===== config.mk =====
export PLATFORM = sky130hd
export DESIGN_NAME = hazard_control_unit
export DESIGN_NICKNAME = d
export VERILOG_FILES = /design/src/rtl/pipeline_pkg.sv /design/src/rtl/hazard_stats_counter.sv /design/src/rtl/hazard_control_unit.sv
export SDC_FILE = /design/constraint.sdc
export NUM_CORES = 1
export LEC_CHECK = 0
export CAP_MARGIN = 0
export CORE_MARGIN = 8
export CORE_UTILIZATION = 30
export DETAILED_ROUTE_END_ITERATION = 8
export PLACE_DENSITY = 0.8
export SLEW_MARGIN = 20
export SYNTH_ARGS = -nofsm -noshare
export SYNTH_HDL_FRONTEND = slang
export SYNTH_HIERARCHICAL = 1
export SYNTH_SLANG_ARGS = --single-unit

===== constraint.sdc =====
create_clock -name clock -period 1.69 [get_ports clock]
set_clock_uncertainty 0.15 [all_clocks]
set_input_delay 0.169 -clock clock [delete_from_list [all_inputs] [get_ports clock]]
set_output_delay 0.169 -clock clock [all_outputs]
set_load 0.02 [all_outputs]

===== src/rtl/pipeline_pkg.sv =====
// Shared types and widths for the 16-bit 5-stage pipeline.
package pipeline_pkg;

  localparam int unsigned REG_ADDR_W = 3;
  localparam int unsigned DATA_W     = 16;
  localparam int unsigned ALUOP_W    = 2;

  typedef enum logic {
    IDLE,
    STALL
  } hazardState_t;

endpackage


===== src/rtl/hazard_stats_counter.sv =====
// 16-bit saturating event counter with enable and synchronous clear.
module hazard_stats_counter
  import pipeline_pkg::*;
(
  input  logic              clock,
  input  logic              clear,
  input  logic              enable,
  output logic [DATA_W-1:0] count
);

  always_ff @(posedge clock) begin
    if (clear) begin
      count <= '0;
    end else if (enable && (count != '1)) begin
      count <= count + DATA_W'(1);
    end
  end

endmodule


===== src/rtl/hazard_control_unit.sv =====
// Load-use stall and taken-branch flush controller for the 5-stage pipeline.
// Optional cumulative stall/flush statistics are built when HAZARD_STATS_EN is defined.
module hazard_control_unit
  import pipeline_pkg::*;
#(
  parameter int unsigned STALL_CYCLES       = 1,
  parameter bit          REG_ZERO_HARDWIRED = 1'b1
) (
  input  logic                  clock,
  input  logic                  reset,
  input  logic [REG_ADDR_W-1:0] id_rs,
  input  logic [REG_ADDR_W-1:0] id_rt,
  input  logic                  id_uses_rt,
  input  logic                  idex_mem_read,
  input  logic [REG_ADDR_W-1:0] idex_rt,
  input  logic                  branch_taken,
  output logic                  pc_write,
  output logic                  ifid_write,
  output logic                  ifid_flush,
  output logic                  idex_bubble,
  output logic                  exmem_flush,
  output logic                  stall_active,
  output logic [DATA_W-1:0]     stall_count,
  output logic [DATA_W-1:0]     flush_count
);

  // cnt holds the stall cycles still owed after the current one, minus one,
  // so the first (IDLE) stall cycle plus cnt+1 STALL cycles totals STALL_CYCLES.
  localparam logic [2:0] STALL_RELOAD = (STALL_CYCLES > 1) ? 3'(STALL_CYCLES - 2) : 3'd0;

  hazardState_t state, stateNext;
  logic [2:0]   cnt, cntNext;
  logic         rsMatch, rtMatch, zeroSkip, hazard;

  always_comb begin
    rsMatch  = (idex_rt == id_rs);
    rtMatch  = id_uses_rt && (idex_rt == id_rt);
    zeroSkip = REG_ZERO_HARDWIRED && (idex_rt == '0);
    hazard   = idex_mem_read && (rsMatch || rtMatch) && !zeroSkip;
  end

  always_comb begin
    stateNext    = state;
    cntNext      = cnt;
    pc_write     = 1'b1;
    ifid_write   = 1'b1;
    ifid_flush   = 1'b0;
    idex_bubble  = 1'b0;
    exmem_flush  = 1'b0;
    stall_active = 1'b0;

    if (reset) begin
      pc_write    = 1'b0;
      ifid_write  = 1'b0;
      ifid_flush  = 1'b1;
      idex_bubble = 1'b1;
      exmem_flush = 1'b1;
      stateNext   = IDLE;
      cntNext     = '0;
    end else if (branch_taken) begin
      ifid_flush  = 1'b1;
      idex_bubble = 1'b1;
      exmem_flush = 1'b1;
      stateNext   = IDLE;
      cntNext     = '0;
    end else begin
      unique case (state)
        IDLE: begin
          if (hazard) begin
            pc_write     = 1'b0;
            ifid_write   = 1'b0;
            idex_bubble  = 1'b1;
            stall_active = 1'b1;
            if (STALL_CYCLES > 1) begin
              stateNext = STALL;
              cntNext   = STALL_RELOAD;
            end
          end
        end
        STALL: begin
          pc_write     = 1'b0;
          ifid_write   = 1'b0;
          idex_bubble  = 1'b1;
          stall_active = 1'b1;
          if (cnt == '0) begin
            stateNext = IDLE;
          end else begin
            cntNext = cnt - 3'd1;
          end
        end
        default: stateNext = IDLE;
      endcase
    end
  end

  always_ff @(posedge clock) begin
    if (reset) begin
      state <= IDLE;
      cnt   <= '0;
    end else begin
      state <= stateNext;
      cnt   <= cntNext;
    end
  end

`ifdef HAZARD_STATS_EN
  hazard_stats_counter stallCounter (
    .clock  (clock),
    .clear  (reset),
    .enable (stall_active),
    .count  (stall_count)
  );

  hazard_stats_counter flushCounter (
    .clock  (clock),
    .clear  (reset),
    .enable (branch_taken && !reset),
    .count  (flush_count)
  );
`else
  assign stall_count = '0;
  assign flush_count = '0;
`endif

endmodule


==> metrics.yaml, run 1 <==
cellPowerDensity_mw_per_mm2: 556.2
antenna_found_initial: 0
ys.warnings.count: 6
fin_ws_ns: 0.04825
track_usage_pct: 6.702
cts_made_buffers: 3
async_reset_ff_share_pct: 0
ir_drop_v: 0.0003692
die_area_mm2: 0.003479
fin_total_pwr_mw: 0.3529
num_vias: 414
drc: 0
grt_pass1_wl_um: 1773
start_util_pct: 32.10
place.port_buffers: 19
std_cell_rows: 15
finalHoldViolations: 0
seq_power_share_pct: 26.9
core_mm2: 0.001727
nFillCells: 191
p_sw_share_pct: 38.35
cts_root_buffer: "clkbuf_4"
ant_nets: 0
cts_post_setup_buffers_inserted: 0
cts_tree: "built"
wl_per_cell_um: 10.73
die_h_um: 58.99
post-route-period-util_pct: 97.14
fin_crit_ns: 1.642
arrival_ns: 1.32
drtPass1Iterations: 4
rsz0062_at_grt: "false"
grt_max_degree: 7
critical_path_required_ns: 1.37
p_int_mw: 0.2175
max_cap_viol_count: 0
pre_cts_ws_ns: -0.6330
holdBufCountCts: 0
clock.fmax_ghz: 0.6091
drt_iter0_drc: 7
synth_seq_cells: 4
synthCells: 74
power.leakage_nw: 0.3151
top_level_ports: 52
ys_seq_area_share_pct: 14.45
clockPowerShare_pct: 32.0
cp-end-kind: "output port"
area_growth_pct: 14.45
path_class: "in -> out"
switchingPower_mw: 0.1353
viasPerCell: 3.508
fin_cells: 118
hpwl_um: 1182
drt_wl_total_um: 1266
outcome: "finished clean"
ctsHtreeMaxLevel: 1
path_max_fanout: 3
comb_power_share_pct: 41.1
final_common_cell: "conb_1"
gp_congestion: 0.6389
grt_pass1_vias: 393
cp-start-kind: "input pin"
setup_viol: 0
insertion_delay_ns: 0.23
hold_path_class: "reg -> reg"
synth_edf_count: 0
die_w_um: 58.99
ctsLongestPathBuffers: 2
drive_gt1_share_pct: 13.98
clock-sinks: 4
final_cell_mix: "conb_1, dlygate4sd2_1, xnor2_1"
syn-cell-area_um2: 554.3
drv_slew: 0
insertedDiodeCount: 0
synth.avg_cell_area_um2: 7.490
ys.flop_type: "dfxtp_1"
ys_types: 18
nNetsFinal: 111
clkTransAtPathRegs_ns: 0.03
dp_cells: 115
grt.overflow.total: 0
cell families (layout without fill, tap and decap cells):
| family | Yosys count | count (layout) | share of synthesized area (%) |
|---|---|---|---|
| buf+inv | 40 | 28 | 50.11 |
| simple gates | 12 | 12 | 9.930 |
| compound gates | 8 | 8 | 9.257 |
| xor+xnor | 7 | 7 | 11.06 |
| flops | 4 | 4 | 14.45 |
| fa+ha+maj | 2 | 2 | 4.514 |
| other cells | 1 | 32 | 0.6766 |
power groups by stage:
stage / Clock [mW] / Combinational, mW / Sequential [mW]
final: 0.113 / 0.145 / 0.0950
after detailed placement: 0 / 0.153 / 0.0964
after global placement: 0 / 0.150 / 0.0964
after floorplan: 0 / 0.157 / 0.0964
after CTS: 0.119 / 0.145 / 0.0950
after global routing: 0.123 / 0.153 / 0.0949
cells in the mapped netlist, drive strengths merged, types with 2 or more instances:
library cell | n | area (µm²)
inv | 5 | 18.77
a21oi | 4 | 20.02
ha | 2 | 25.02
xnor2 | 7 | 61.31
or2 | 2 | 12.51
nor2 | 4 | 15.01
buf | 34 | 255.2
nand2 | 3 | 11.26
dfxtp | 4 | 80.08
repair_timing:
action | CTS | global route
hold endpoints to repair | 0 | 0
cloned | 0 | 0
pin swaps | 10 | 0
resized for setup | 34 | 3
setup endpoints to repair | 6 | 3
final timing paths:
kind / cells past startpoint / slack, ns / to / start
setup / recovery: 6 / 0.05 / pc_write / idex_rt[0]
hold / removal: 2 / 0.30 / cnt[1] / cnt[1]
setup reg to reg: 6 / 0.35 / cnt[1] / cnt[0]
hold reg to reg: 2 / 0.30 / cnt[1] / cnt[1]
sequential cells by signal (all words and copies together) (netlist names):
signal,count
cnt,3
state,1
worst max-delay path: stages:
cell and delay (ns):
dlygate4sd2_1 0.27, xnor2_1 0.19, nand4_1 0.12, a21o_1 0.20
o21a_1 0.23, buf_6 0.14
stage by stage:
stage / TNS (ns) / hold WS, ns / utilization [%] / instance area (µm²)
global placement: -2.564 / 0.2915 / 37.10 / 640.6
global route: 0 / 0.3351 / 36.74 / 634.4
CTS: 0 / 0.3063 / 37.83 / 653.1
floorplan: 0 / 0.2863 / - / 670.6
detailed placement: -2.838 / 0.3016 / 37.10 / 640.6
finish: 0 / 0.3032 / 36.74 / 634.4
routing by layer:
layer  up-vias  global-route usage (%)  part of all wire [%]  routed length [µm]
met2        29                   13.86                    51                 649
met5         -                       0                     0                   0
met1       179                   4.663                    30                 378
met3         2                   3.471                    18                 224
met4         0                   3.072                   1.0                  13
li1        204                       -                     -                   -
cell type report:
cell class                 instances  area [µm²]  share of cell area [%]
clock buffer                       3       22.52                   3.550
inverter                           5       18.77                   2.959
multi-input combinational         61       312.8                   49.31
timing repair buffer              20       168.9                   26.63
sequential                         4       80.08                   12.62
tap                               25       31.28                   4.931
No activity file was read; power rests on OpenSTA's default activity.
==> run 2: changes to the inputs <==
Settings changed: CORE_UTILIZATION 30 to 27, MAX_ROUTING_LAYER from default to met4, PLACE_DENSITY 0.8 to 0.76.
Clock period 1.69 ns to 1.35 ns, I/O delays scaled along.
==> run 2 against run 1 <==
Against the previous run:
- first-iteration DRC count increased to 2.6 times the previous value
- total power rose by 34%
- register-to-register slack got worse by 0.30 ns
- via count rose by 4.8%
==> metrics.yaml, run 2 (synthesis results as in run 1) <==
start_util_pct: 28.54
die_w_um: 61.31
critical_path_required_ns: 1.07
ant_nets: 0
switchingPower_mw: 0.1843
hold_path_depth: 4
top_register: "cnt"
largest_reg_flops: 3
cts_post_setup_buffers_inserted: 0
nNetsFinal: 113
rrSetupSlack_ns: 0.05
seq_area_um2: 80.08
cts_tree: "built"
gp_congestion: 0.7367
grt_max_degree: 7
tns_ns: 0
ir_drop_v: 0.0004776
power.leakage_nw: 0.3683
grt.overflow.total: 0
antenna_found_initial: 0
cellPowerDensity_mw_per_mm2: 669.7
fin_cells: 122
finalHoldViolations: 0
outcome: "finished clean"
core_mm2: 0.001942
drc: 0
insertion_delay_ns: 0.24
final_common_cell: "conb_1"
rsz0062_at_grt: "true"
dp_cells: 119
viasPerCell: 3.557
top_regs: "cnt (3), state (1)"
track_usage_pct: 6.829
clock.fmax_ghz: 0.7430
final_cell_mix: "conb_1, buf_2, xnor2_2"
max_cap_viol_count: 0
multi_input_area_um2: 370.4
arrival_ns: 1.06
cts_made_buffers: 3
cp-start-kind: "input pin"
p_int_mw: 0.2875
wl_per_cell_um: 11.94
drive_gt1_share_pct: 33.68
die_area_mm2: 0.003759
clockPowerShare_pct: 31.3
die_h_um: 61.31
drt_wl_total_um: 1457
ff2ff_path_depth: 6
fin_crit_ns: 1.346
path_max_fanout: 3
hpwl_um: 1161
drt_iter0_drc: 18
ctsLongestPathBuffers: 2
hold_path_class: "in -> reg"
post-route-period-util_pct: 99.69
ctsHtreeMaxLevel: 1
place.port_buffers: 19
seq_power_share_pct: 25.2
drv_slew: 0
nFillCells: 214
num_vias: 434
clkTransAtPathRegs_ns: 0.04
area_growth_pct: 27.09
cts_root_buffer: "clkbuf_4"
clock-sinks: 4
insertedDiodeCount: 0
comb_power_share_pct: 43.5
std_cell_rows: 16
holdBufCountCts: 0
setup_viol: 0
path_class: "in -> out"
grt_pass1_vias: 400
cp-end-kind: "output port"
top_level_ports: 52
p_sw_share_pct: 39.06
grt_pass1_wl_um: 1794
drtPass1Iterations: 4
fin_total_pwr_mw: 0.4718
run 2: per-layer routing:
metal | routed length [µm] | track usage [%] | part of all wire (%) | up-vias
met5 | 0 | - | 0 | -
met4 | 0 | 0.9967 | 0 | 0
met3 | 228 | 5.428 | 16 | 0
met2 | 728 | 11.34 | 50 | 36
met1 | 500 | 6.125 | 34 | 192
li1 | - | - | - | 206
run 2: through the flow:
stage / setup slack (ns) / util [%] / hold slack [ns] / area (µm²)
after floorplan: 0.01658 / - / 0.2863 / 670.6
after global placement: -0.8349 / 33.89 / 0.2922 / 658.1
after detailed placement: -0.8585 / 33.89 / 0.3109 / 658.1
after CTS: 0.0002103 / 35.50 / 0.2872 / 689.4
after global routing: -0.02886 / 36.28 / 0.3284 / 704.4
final: 0.004129 / 36.28 / 0.3193 / 704.4
run 2: area by class of cell:
type / count / area share (%)
repair buffers: 22 / 25.40
flip-flops and latches: 4 / 11.37
clock buffers: 3 / 3.197
well taps: 27 / 4.796
multi-input cells: 61 / 52.58
inverters: 5 / 2.664
run 2: worst max-delay path, stage by stage:
cell,delay [ns]
buf_8,0.11
xnor2_2,0.14
nand4_1,0.11
a21o_1,0.22
o21a_1,0.21
buf_6,0.14
run 2: power groups by stage:
stage	Clock, mW	Sequential, mW	Combinational [mW]
after floorplan	0	0.121	0.196
after global placement	0	0.121	0.188
after detailed placement	0	0.121	0.189
after global routing	0.167	0.119	0.218
after CTS	0.157	0.119	0.194
final	0.148	0.119	0.205
run 2: path summary, 6_finish.rpt:
check / startpoint / end
setup reg to reg: cnt[1] / cnt[1]
hold / removal: reset / cnt[2]
setup / recovery: idex_rt[0] / pc_write
hold reg to reg: cnt[1] / cnt[1]
run 2: timing repair:
action	CTS	global route
resized for setup	84	3
pin swaps	13	4
endpoints found under the setup margin	7	3
==> run 3: changes to the inputs <==
==> constraint.sdc (replaced) <==
create_clock -name clock -period 1.35 [get_ports clock]
set_clock_uncertainty 0.15 [all_clocks]
set_input_delay 0.3375 -clock clock [delete_from_list [all_inputs] [get_ports clock]]
set_output_delay 0.3375 -clock clock [all_outputs]
set_load 0.02 [all_outputs]
==> run 3 against run 2 <==
Against the previous run:
- the run now ends with negative setup slack left
- sequential share of layout area decreased by 1.3 points
- highest routed layer is now met4
- worst hold slack got worse by 0.0054 ns
- first-iteration DRC count fell by 78%
- critical endpoint unchanged
- utilization rose by 4.5 points
- die area unchanged
- combinational power grew 13%
- wire length barely moved
- critical path depth is the same
==> metrics.yaml, run 3 (synthesis results as in run 1) <==
violations: "negative setup slack"
rr_endpoint: "cnt[0]"
largest_reg_flops: 3
nNetsFinal: 115
ctsHtreeMaxLevel: 1
drt_iter0_drc: 4
top_regs: "cnt (3), state (1)"
grt_pass1_wl_um: 1863
wl_per_cell_um: 11.76
grt_pass1_vias: 421
pre_cts_ws_ns: -1.314
worst_path_most_repeated_cell: "buf_6"
power.leakage_nw: 0.3980
path_delay_family: "compound AO/OA/AOI/OAI gates"
antenna_found_initial: 0
hold_path_depth: 2
grt_max_degree: 6
cp-end-kind: "output port"
tns_ns: -1.550
fin_total_pwr_mw: 0.4903
viasPerCell: 3.468
critPathMaxStageDelay_ns: 0.23
top_register: "cnt"
insertion_delay_ns: 0.23
topRoutingLayerUsed: "met4"
die_h_um: 61.31
die_w_um: 61.31
hold_path_class: "reg -> reg"
critical_path_required_ns: 0.86
drive_gt1_share_pct: 41.24
p_sw_share_pct: 36.43
path_class: "in -> out"
drtPass1Iterations: 2
hp-start: "cnt[1]"
gp_congestion: 0.7560
outcome: "complete, but fails checks"
cellPowerDensity_mw_per_mm2: 619.0
rrSetupSlack_ns: 0.12
drv_slew: 0
arrival_ns: 1.26
clock-sinks: 4
rr_startpoint: "cnt[1]"
holdPathEnd: "cnt[1]"
fin_ws_ns: -0.3958
seq_power_share_pct: 24.3
comb_power_share_pct: 47.3
hpwl_um: 1194
place.port_buffers: 19
drt-met1-wl_um: 521
clock.fmax_ghz: 0.5728
critPathBufInv: 2
track_usage_pct: 7.267
met3_length_um: 227
final_common_cell: "conb_1"
ant_nets: 0
critPathSlowestCell: "a21o_1"
num_vias: 430
post-route-period-util_pct: 129.3
clkTransAtPathRegs_ns: 0.03
cts_tree: "built"
start_util_pct: 28.54
setup_viol: 6
crit_chain: "buf_6 > xnor2_2 > nand3_1 > a21o_1 > o21a_4 > buf_6"
path_max_fanout: 3
top_level_ports: 52
final_cell_mix: "conb_1, buf_6, xnor2_2"
insertedDiodeCount: 0
p_int_mw: 0.3117
ctsLongestPathBuffers: 2
hold_ws_ns: 0.3139
std_cell_rows: 16
fin_crit_ns: 1.746
ir_drop_v: 0.0003522
area_growth_pct: 42.89
drc: 0
rsz0062_at_grt: "true"
die_area_mm2: 0.003759
max_cap_viol_count: 0
cts_made_buffers: 3
finalHoldViolations: 0
clockPowerShare_pct: 28.4
core_mm2: 0.001942
cts_root_buffer: "clkbuf_4"
switchingPower_mw: 0.1786
cp-start-kind: "input pin"
ff2ff_path_depth: 6
wl_met2_um: 700
grt.overflow.total: 0
holdBufCountCts: 0
drt_wl_total_um: 1458
[run 3: area by class of cell]
cell class | instances | area [µm²]
fillers | 197 | 1150
multi-input cells | 61 | 382.9
repair buffers | 24 | 254.0
flip-flops and latches | 4 | 80.08
well taps | 27 | 33.78
clock buffers | 3 | 22.52
inverters | 5 | 18.77
[run 3: routing by layer]
metal | vias to the layer above | track usage (%)
met5 | - | -
met4 | 0 | 2.990
met3 | 2 | 4.802
met2 | 33 | 11.94
met1 | 185 | 6.486
li1 | 210 | -
[run 3: worst max path at each step]
| stage | from | endpoint | slack (ns) | cells past startpoint |
|---|---|---|---|---|
| after floorplan | id_rs[0] | pc_write | -0.26 | 5 |
| after global placement | idex_rt[1] | ifid_write | -1.27 | 6 |
| after detailed placement | idex_rt[1] | pc_write | -1.31 | 6 |
| after CTS | id_rt[0] | pc_write | -0.39 | 6 |
| after global routing | id_rs[0] | pc_write | -0.44 | 6 |
| final | id_rs[0] | pc_write | -0.40 | 6 |
[run 3: per-stage QoR]
step           area (µm²)  cells  utilization (%)
2_1_floorplan       739.5    105                -
3_3_place_gp        716.9    120            36.92
3_5_place_dp        716.9    120            36.92
4_1_cts             747.0    123            38.47
5_1_grt             792.0    124            40.79
6_report            792.0    124            40.79
[run 3: repair_timing]
action	CTS	global route
endpoints found under the setup margin	6	8
setup buffers	0	1
resized for setup	95	9
pin swaps	14	8
[run 3: power by group through the flow]
stage	logic, mW	registers (mW)	clock network (mW)
finish	0.232	0.119	0.139
CTS	0.217	0.119	0.149
floorplan	0.216	0.121	0
detailed placement	0.213	0.121	0
global route	0.247	0.119	0.161
global placement	0.210	0.121	0
[run 3: worst register-to-register path, cell delays in order, from the launching register on]
cell and delay [ns]:
dfxtp_1 0.30, inv_1 0.07, ha_2 0.17, inv_1 0.05, o21ai_2 0.19, xnor2_1 0.15
nor2_1 0.05
